==> src/rtl/inference_monitor.sv <==
// Memory-mapped run monitor for MLP inference: counts images and correct predictions,
// times the run with a 64-bit cycle counter and flags exit, overflow or timeout.
module inference_monitor #(
  parameter int unsigned       DWidth        = 32,
  parameter logic [DWidth-1:0] BaseAddr      = 32'h0200_4000,
  parameter int unsigned       NumOfTest     = 10,
  parameter logic [DWidth-1:0] ExitCode      = 32'd99999,
  parameter logic [31:0]       TimeoutCycles = 32'hFFFF_FFFF
) (
  input  logic              clk_i,
  input  logic              rst_i,
  input  logic              req_i,
  input  logic              write_i,
  input  logic [DWidth-1:0] addr_i,
  input  logic [DWidth-1:0] wdata_i,
  output logic              ready_o,
  output logic [DWidth-1:0] rdata_o,
  output logic              done_o,
  output logic              error_o,
  output logic [DWidth-1:0] correct_cnt_o,
  output logic [DWidth-1:0] img_cnt_o
);

  typedef enum logic [1:0] {StIdle = 2'd0, StRun = 2'd1, StDone = 2'd2, StErr = 2'd3} state_e;

  localparam logic [5:0] OffCtrl    = 6'h00;
  localparam logic [5:0] OffLabel   = 6'h04;
  localparam logic [5:0] OffPred    = 6'h08;
  localparam logic [5:0] OffExit    = 6'h0C;
  localparam logic [5:0] OffCorrect = 6'h10;
  localparam logic [5:0] OffImgCnt  = 6'h14;
  localparam logic [5:0] OffCycLo   = 6'h18;
  localparam logic [5:0] OffCycHi   = 6'h1C;
  localparam logic [5:0] OffStatus  = 6'h20;

  state_e            state_q, state_d;
  logic              ready_q, acc_wr_q;
  logic [5:0]        acc_off_q;
  logic [DWidth-1:0] acc_wdata_q;
  logic [DWidth-1:0] label_q, pred_q, correct_q, img_q;
  logic [63:0]       cyc_q;
  logic [31:0]       cyc_hi_snap_q;

  logic hit, accept, wr_en, start, commit, overflow, exit_hit, timeout;

  assign hit    = (addr_i[DWidth-1:6] == BaseAddr[DWidth-1:6]);
  assign accept = req_i & hit & ~ready_q;

  // Writes are applied on the edge that closes the ready_o cycle.
  assign wr_en    = ready_q & acc_wr_q;
  assign start    = wr_en & (acc_off_q == OffCtrl) & acc_wdata_q[0];
  assign commit   = wr_en & (acc_off_q == OffPred) & (state_q == StRun);
  assign overflow = commit & (img_q == DWidth'(NumOfTest));
  assign exit_hit = wr_en & (acc_off_q == OffExit) & (acc_wdata_q == ExitCode) &
                    (state_q == StRun);
  assign timeout  = (state_q == StRun) & (TimeoutCycles != 32'd0) &
                    (cyc_q == 64'(TimeoutCycles));

  always_ff @(posedge clk_i) begin
    if (rst_i) begin
      ready_q     <= 1'b0;
      acc_wr_q    <= 1'b0;
      acc_off_q   <= '0;
      acc_wdata_q <= '0;
    end else begin
      ready_q <= accept;
      if (accept) begin
        acc_wr_q    <= write_i;
        acc_off_q   <= addr_i[5:0];
        acc_wdata_q <= wdata_i;
      end
    end
  end

  always_ff @(posedge clk_i) begin
    if (rst_i) begin
      state_q <= StIdle;
    end else begin
      state_q <= state_d;
    end
  end

  always_comb begin
    state_d = state_q;
    unique case (state_q)
      StIdle:        if (start) state_d = StRun;
      StRun: begin
        if (start)                    state_d = StRun;
        else if (overflow || timeout) state_d = StErr;
        else if (exit_hit)            state_d = StDone;
      end
      StDone, StErr: if (start) state_d = StRun;
      default:       state_d = StIdle;
    endcase
  end

  always_comb begin
    done_o  = (state_q == StDone);
    error_o = (state_q == StErr);
  end

  always_ff @(posedge clk_i) begin
    if (rst_i) begin
      label_q       <= '0;
      pred_q        <= '0;
      correct_q     <= '0;
      img_q         <= '0;
      cyc_q         <= '0;
      cyc_hi_snap_q <= '0;
    end else begin
      if (start) begin
        label_q   <= '0;
        correct_q <= '0;
        img_q     <= '0;
        cyc_q     <= '0;
      end else begin
        if (wr_en && acc_off_q == OffLabel) label_q <= acc_wdata_q;
        if (wr_en && acc_off_q == OffPred)  pred_q  <= acc_wdata_q;
        // Counts only move while the run stays live; the failing commit is not counted.
        if (commit && state_d == StRun) begin
          img_q <= img_q + 1'b1;
          if (acc_wdata_q == label_q) correct_q <= correct_q + 1'b1;
        end
        if (state_q == StRun && state_d == StRun) cyc_q <= cyc_q + 64'd1;
      end
      if (ready_q && !acc_wr_q && acc_off_q == OffCycLo) cyc_hi_snap_q <= cyc_q[63:32];
    end
  end

  always_comb begin
    rdata_o = '0;
    if (ready_q && !acc_wr_q) begin
      case (acc_off_q)
        OffCtrl:    rdata_o = DWidth'(state_q);
        OffLabel:   rdata_o = label_q;
        OffPred:    rdata_o = pred_q;
        OffCorrect: rdata_o = correct_q;
        OffImgCnt:  rdata_o = img_q;
        OffCycLo:   rdata_o = DWidth'(cyc_q[31:0]);
        OffCycHi:   rdata_o = DWidth'(cyc_hi_snap_q);
        OffStatus:  rdata_o = DWidth'({error_o, done_o, state_q});
        default:    rdata_o = '0;
      endcase
    end
  end

  assign ready_o       = ready_q;
  assign correct_cnt_o = correct_q;
  assign img_cnt_o     = img_q;

endmodule

==> config.mk <==
export PLATFORM = sky130hd
export DESIGN_NAME = inference_monitor
export DESIGN_NICKNAME = d
export VERILOG_FILES = /design/src/rtl/inference_monitor.sv
export SDC_FILE = /design/constraint.sdc
export NUM_CORES = 1
export LEC_CHECK = 0
export ABC_CLOCK_PERIOD_IN_PS = 5500
export BUFFER_PORTS_ARGS = -buffer_cell sky130_fd_sc_hd__buf_2
export CORE_MARGIN = 2
export CORE_UTILIZATION = 55
export DETAILED_ROUTE_END_ITERATION = 7
export HOLD_SLACK_MARGIN = 0.06
export PLACE_DENSITY = 0.76
export SLEW_MARGIN = 20
export SYNTH_ARGS = -nofsm -noshare
export SYNTH_HDL_FRONTEND = slang
export SYNTH_SLANG_ARGS = --single-unit
==> constraint.sdc <==
create_clock -name clk_i -period 5.5 [get_ports clk_i]
set_clock_uncertainty 0.1 [all_clocks]
set_input_delay 0.825 -clock clk_i [delete_from_list [all_inputs] [get_ports clk_i]]
set_output_delay 0.825 -clock clk_i [all_outputs]
set_load 0.005 [all_outputs]
==> results of run 1 <==
worst max-delay path, delay by kind of cell (launching register included):
| family | cells | cell delay, ns |
|---|---|---|
| compound gates | 2 | 0.50 |
| buf+inv | 1 | 0.15 |
| flops | 1 | 0.68 |
| simple gates | 3 | 1.27 |
power groups by stage:
stage                     Combinational (mW)  Clock, mW  Sequential [mW]
after CTS                             0.0703       2.18             1.93
after global routing                  0.0759       2.25             1.92
final                                 0.0717       2.17             1.93
after detailed placement              0.0704          0             1.97
after global placement                0.0700          0             1.97
after floorplan                       0.0314          0             1.97
registers in the layout (all words and copies together) (netlist names):
name,count
cyc_q,64
acc_wdata_q,32
correct_cnt_o,32
cyc_hi_snap_q,32
img_cnt_o,32
label_q,32
pred_q,32
acc_off_q,6
state_q,2
acc_wr_q,1
ready_o,1
through the flow:
stage,hold WS (ns),util [%],cells,setup WS [ns]
detailed placement,0.347,60.0,2159,2.08
finish,0.357,64.2,2211,1.39
floorplan,0.336,-,1784,2.52
global placement,0.342,60.0,2159,2.08
CTS,0.355,64.2,2211,1.50
global route,0.371,64.2,2211,1.33
worst paths after layout:
| kind | from | endpoint | cells after the start |
|---|---|---|---|
| min reg2reg | pred_q[13] | pred_q[13] | 2 |
| max reg2reg | acc_wdata_q[13] | correct_cnt_o[22] | 6 |
| min | pred_q[13] | pred_q[13] | 2 |
| max | acc_off_q[4] | rdata_o[20] | 6 |
cells by family after synthesis:
family | after synthesis | synth area share, %
AO/OA/AOI/OAI | 437 | 19.2
XOR/XNOR | 36 | 2.22
adder cells (fa/ha/maj) | 4 | 0.352
buffers and inverters | 164 | 4.59
flip-flops | 266 | 37.4
multiplexers | 109 | 7.97
AND/OR/NAND/NOR | 768 | 28.2
area by class of cell:
class / instances / share of cell area [%]
clock buffers: 39 / 5.02
clock inverters: 13 / 1.51
inverters: 15 / 0.347
multi-input cells: 1354 / 51.2
flip-flops and latches: 266 / 32.9
well taps: 330 / 2.55
repair buffers: 194 / 6.51
placed cells by master (no fill, tap or decap), drive strengths merged, types with 14 or more instances in the layout:
cell	Yosys	routed
clkbuf	120	39
a22oi	35	35
nor4	54	54
inv	15	16
nor2	98	98
or4	92	92
o21ai	41	41
o31ai	90	90
nand3	50	50
mux2	34	34
a21oi	203	203
or3	23	23
dfxtp	266	266
buf	29	194
nor3	14	14
xnor2	36	36
mux2i	75	75
nand2	282	282
a22o	32	32
and3	24	24
nand4	66	66
routing by layer:
layer	track usage, %	vias up	part of all wire, %	wire length (µm)
met4	14.1	4	4.8	2360
met3	5.35	140	11	5230
met2	53.4	930	43	21400
li1	-	6817	-	-
met1	51.8	7160	41	20500
met5	1.52	-	0.13	64
==> impl_metrics.csv, run 1 <==
group,metric,value,unit
power,ir_worst_vdd,0.000239,V
floorplanning,die_height,165,µm
power,p_leak,5.20,nW
synthesis,async_flop_share,0,%
outcome,status,"complete, no violations",
placement,hpwl,34600,µm
floorplanning,dieWidth,165,µm
worst_setup_path,crit_type,"flop to output pin",
synthesis,synth_top_area_cell,"dfxtp_1",
route,drtAntennaViolNets,0,
power,p_per_area,257,nW/µm²
synthesis,synth.distinct_cells,57,
clocking,path_clk_slew,0.06,ns
worst_setup_path,cp.arrival,3.19,ns
sta,hold_viol,0,
power,power_frac_comb,1.7,%
synthesis,synth-main-ff-cell,"dfxtp_1",
clocking,numCtsBuffers,29,
route,wl_per_cell,22.4,µm
worst_setup_path,start_kind,"flop",
clocking,clockBufferDepth,3,
synthesis,yosysWarnings,0,
layout,fin_area,16200,µm²
sta,finalSetupTns,0,ns
clocking,ctsHoldBuffers,0,
clocking,htreeDepth,1,
grt,grt_pass1_wl,76200,µm
sta,worst-slew-pin-transition,1.10,ns
layout,diodes,0,
layout,seqCellArea,5330,µm²
route,vias,15100,
sta,period_needed,4.11,ns
grt,grt_pass1_vias,13400,
power,pwr-share-seq,46.2,%
route,initialDrtViolationCount,2188,
synthesis,netlist.area_leader.share,37.4,%
clocking,cts_setup_buffers,0,
power,total_power,4.17,mW
power,swShare,20.7,%
power,p_clk_share,52.1,%
floorplanning,initial_core_util,56.3,%
route,firstDrtPassIters,6,
synthesis,synth_fp_nets,1856,
worst_setup_path,cp_slowest_cell,"and2_1",
worst_setup_path,crit_fanout,41,
worst_setup_path,slowest_delay,0.91,ns
synthesis,syn-cell-area,14200,µm²
floorplanning,die_area,27200,µm²
clocking,clock_latency,0.56,ns
synthesis,synth.avg_cell_area,7.97,µm²
sta,slew_viol_final,0,
sta,rsz0062_at_grt,"false",
layout,drive_gt1_share,15.8,%
placement,placed_cell_area,15200,µm²
floorplanning,rows,58,
layout,area_growth,14.0,%
sta,setup_viol,0,
grt,antenna_found_initial,1,
layout,fin_nets,1932,
clocking,root_buffer,"clkbuf_16",
worst_hold_path,holdCritPathClass,"flop to flop",
grt,track_usage,35.8,%
synthesis,synth_seq_cells,266,
sta,slew_headroom,24.9,%
layout,multi_input_area,8300,µm²
layout,fillers,2222,
worst_setup_path,required,4.58,ns
synthesis,ys_seq_area_share,37.4,%
grt,grt_max_degree,99,
placement,place.gp.congestion,0.947,
sta,clock.fmax,243,MHz
route,wirelength,49600,µm
worst_setup_path,crit_chain,"and2_1 > nand2_1 > o21ai_0 > a22oi_1 > nor2_1 > buf_2",
power,internal-power,3.31,mW
worst_setup_path,worstSetupEndpointType,"output pin",
sta,post-route-period-util,74.8,%
clocking,cts_tree,"done",
synthesis,synthTopCellsByArea,"dfxtp_1, nand2_1, a21oi_1",
route,drcViolationCount,0,
worst_setup_path,rrSetupSlack,1.94,ns
clocking,clock-sinks,266,
run,maxCapViolations,0,
placement,port_buffers,166,
grt,overflow,0,
floorplanning,io_pins,167,
synthesis,synth_edf_count,0,
power,power.switching,0.861,mW
floorplanning,core_area,25300,µm²
synthesis,yosysMostFrequentCell,"nand2_1",
clocking,cts_resized,0,
synthesis,postSynthCellCount,1784,
synthesis,synthTopCellsByCount,"nand2_1, dfxtp_1, a21oi_1",
route,vias_per_cell,6.81,
No activity file was read; power rests on OpenSTA's default activity.
==> inputs of run 2 (changes only) <==
- ABC_AREA: default -> 1
- ABC_CLOCK_PERIOD_IN_PS: 5500 -> 3700
- CORE_UTILIZATION: 55 -> 54
- PLACE_DENSITY: 0.76 -> 0.77
- clock period: 5.5 -> 3.7 ns (I/O delays scaled with it)
==> impl_metrics.csv, run 2 <==
group,metric,value,unit
layout,fillers,2664,
layout,largest_register_ffs,64,
worst_setup_path,critPathTopFamily,"compound AO/OA/AOI/OAI gates",
synthesis,yosysMostFrequentCell,"nand2_1",
sta,slew_viol_final,0,
grt,grt_pass1_wl,94600,µm
synthesis,netlist.area_leader.share,34.4,%
worst_setup_path,crit_fanout,17,
route,wl_per_cell,20.8,µm
power,power_frac_comb,2.1,%
worst_setup_path,cp_slowest_cell,"o221ai_1",
route,vias,17400,
floorplanning,die_height,173,µm
power,power.switching,1.41,mW
floorplanning,die_area,30000,µm²
synthesis,synthTopCellsByArea,"dfxtp_1, nand2_1, nor2_1",
grt,grt_max_degree,67,
route,firstDrtPassIters,6,
synthesis,synthTopCellsByCount,"nand2_1, nor2_1, inv_1",
synthesis,synth.avg_cell_area,6.31,µm²
floorplanning,core_area,28000,µm²
worst_setup_path,worstSetupEndpointType,"output pin",
floorplanning,dieWidth,173,µm
clocking,htreeDepth,1,
power,swShare,22.4,%
route,drcViolationCount,0,
power,ir_worst_vdd,0.000348,V
sta,rsz0062_at_grt,"false",
route,vias_per_cell,5.85,
synthesis,synth.distinct_cells,49,
sta,setup_viol,0,
placement,place.gp.congestion,1.02,
sta,hold_viol,0,
power,internal-power,4.89,mW
placement,hpwl,47000,µm
grt,overflow,0,
sta,slew_headroom,37.2,%
clocking,cts_setup_buffers,0,
worst_setup_path,slowest_delay,0.51,ns
sta,period_needed,3.55,ns
grt,track_usage,40.2,%
layout,largest_register,"cyc_q",
power,p_per_area,357,nW/µm²
sta,post-route-period-util,95.9,%
clocking,ctsHoldBuffers,0,
clocking,cts_tree,"done",
synthesis,ys_seq_area_share,34.4,%
synthesis,syn-cell-area,15500,µm²
clocking,numCtsBuffers,31,
power,p_leak,7.37,nW
floorplanning,initial_core_util,55.2,%
worst_setup_path,r2r-end,"correct_cnt_o[4]",
clocking,clock-sinks,266,
placement,pre_cts_ws,0.544,ns
power,total_power,6.30,mW
placement,port_buffers,166,
worst_setup_path,crit_chain,"nor2_1 > nand2_1 > nor2_2 > clkinvlp_4 > o221ai_1 > a221oi_2 > a21oi_1 > buf_2",
worst_setup_path,start_kind,"flop",
power,pwr-share-seq,45.5,%
synthesis,synth_top_area_cell,"dfxtp_1",
floorplanning,io_pins,167,
layout,drive_gt1_share,12.7,%
worst_setup_path,required,3.04,ns
sta,setup_ws,0.154,ns
worst_setup_path,cp-endpoint,"rdata_o[18]",
synthesis,synth_seq_cells,266,
worst_hold_path,holdCritPathClass,"input pin to flop",
layout,layout_common_cells,"nand2_1, nor2_1, inv_1",
worst_setup_path,startpoint,"acc_off_q[2]",
clocking,root_buffer,"clkbuf_16",
power,p_clk_share,52.5,%
grt,antenna_found_initial,1,
sta,clock.fmax,282,MHz
clocking,clock_latency,0.59,ns
synthesis,synth_edf_count,0,
synthesis,yosysWarnings,0,
synthesis,postSynthCellCount,2450,
worst_setup_path,crit_type,"flop to output pin",
route,drtAntennaViolNets,0,
clocking,clockBufferDepth,3,
run,maxCapViolations,0,
worst_setup_path,rrSetupSlack,0.80,ns
worst_setup_path,crit_buf_inv,2,
layout,fin_nets,2642,
route,wirelength,61900,µm
placement,dp_cells,2915,
layout,layout_commonest_cell,"nand2_1",
layout,utilization,63.0,%
worst_setup_path,worst-path-stages,8,
outcome,status,"complete, no violations",
synthesis,synth-main-ff-cell,"dfxtp_1",
synthesis,async_flop_share,0,%
layout,final_cells,2972,
worst_setup_path,cp.arrival,2.89,ns
clocking,path_clk_slew,0.06,ns
synthesis,synth_fp_nets,2522,
sta,worst-slew-pin-transition,0.940,ns
worst_setup_path,r2r_cells,15,
worst_setup_path,r2r_start,"cyc_q[1]",
grt,grt_pass1_vias,16300,
floorplanning,rows,61,
route,initialDrtViolationCount,2155,
sta,finalSetupTns,0,ns
layout,area_growth,14.1,%
==> run 2: worst min path at each step <==
stage | startpoint | cells after the start | end
2_1_floorplan | pred_q[0] | 2 | pred_q[0]
3_3_place_gp | pred_q[0] | 2 | pred_q[0]
3_5_place_dp | pred_q[0] | 2 | pred_q[0]
4_1_cts | wdata_i[3] | 3 | acc_wdata_q[3]
5_1_grt | wdata_i[20] | 3 | acc_wdata_q[20]
6_report | wdata_i[21] | 3 | acc_wdata_q[21]
==> run 2: cells by family (layout without fill, tap and decap cells) <==
group | Yosys count | count (layout) | share of synthesized area, %
AO/OA/AOI/OAI | 479 | 479 | 16.5
flip-flops | 266 | 266 | 34.4
other | 0 | 1 | 0
buffers and inverters | 423 | 566 | 10.9
AND/OR/NAND/NOR | 1218 | 1218 | 34.5
XOR/XNOR | 60 | 60 | 3.40
adder cells (fa/ha/maj) | 4 | 4 | 0.324
==> run 2: metal layers <==
layer	share of wire (%)	global-route usage, %	vias up
li1	-	-	8211
met1	40	52.5	7959
met2	44	63.2	1002
met3	10	6.21	201
met4	6.7	23.0	0
met5	0	0	-
==> run 2: cell type report <==
class | instances | area, µm² | share of cell area [%]
Tap cell | 378 | 473 | 2.68
Antenna cell | 1 | 2.50 | 0.0142
Clock buffer | 43 | 901 | 5.10
Timing Repair Buffer | 194 | 1080 | 6.11
Clock inverter | 13 | 193 | 1.09
Multi-Input combinational cell | 1761 | 8490 | 48.1
Inverter | 316 | 1190 | 6.74
Sequential cell | 266 | 5330 | 30.2
==> run 2: worst min-delay path, delay by kind of cell <==
kind,cells,cell delay (ns)
buf+inv,1,0.07
simple gates,2,0.10
==> run 2: metrics by stage <==
stage | hold WS [ns] | cell area (µm²)
after detailed placement | 0.345 | 16600
after global placement | 0.347 | 16600
final | 0.0737 | 17700
after floorplan | 0.330 | 15500
after CTS | 0.0662 | 17600
after global routing | 0.0776 | 17700
==> run 2: timing repair <==
action,4_1_cts,5_1_grt
endpoints found under the setup margin,1,1
gates resized for setup,1,1
hold endpoints to repair,0,0
==> run 2: power by group through the flow <==
stage	registers (mW)	clock network, mW	logic (mW)
after floorplan	2.93	0	0.0622
after global placement	2.93	0	0.124
after detailed placement	2.93	0	0.127
after CTS	2.86	3.31	0.127
after global routing	2.86	3.40	0.142
final	2.86	3.31	0.130
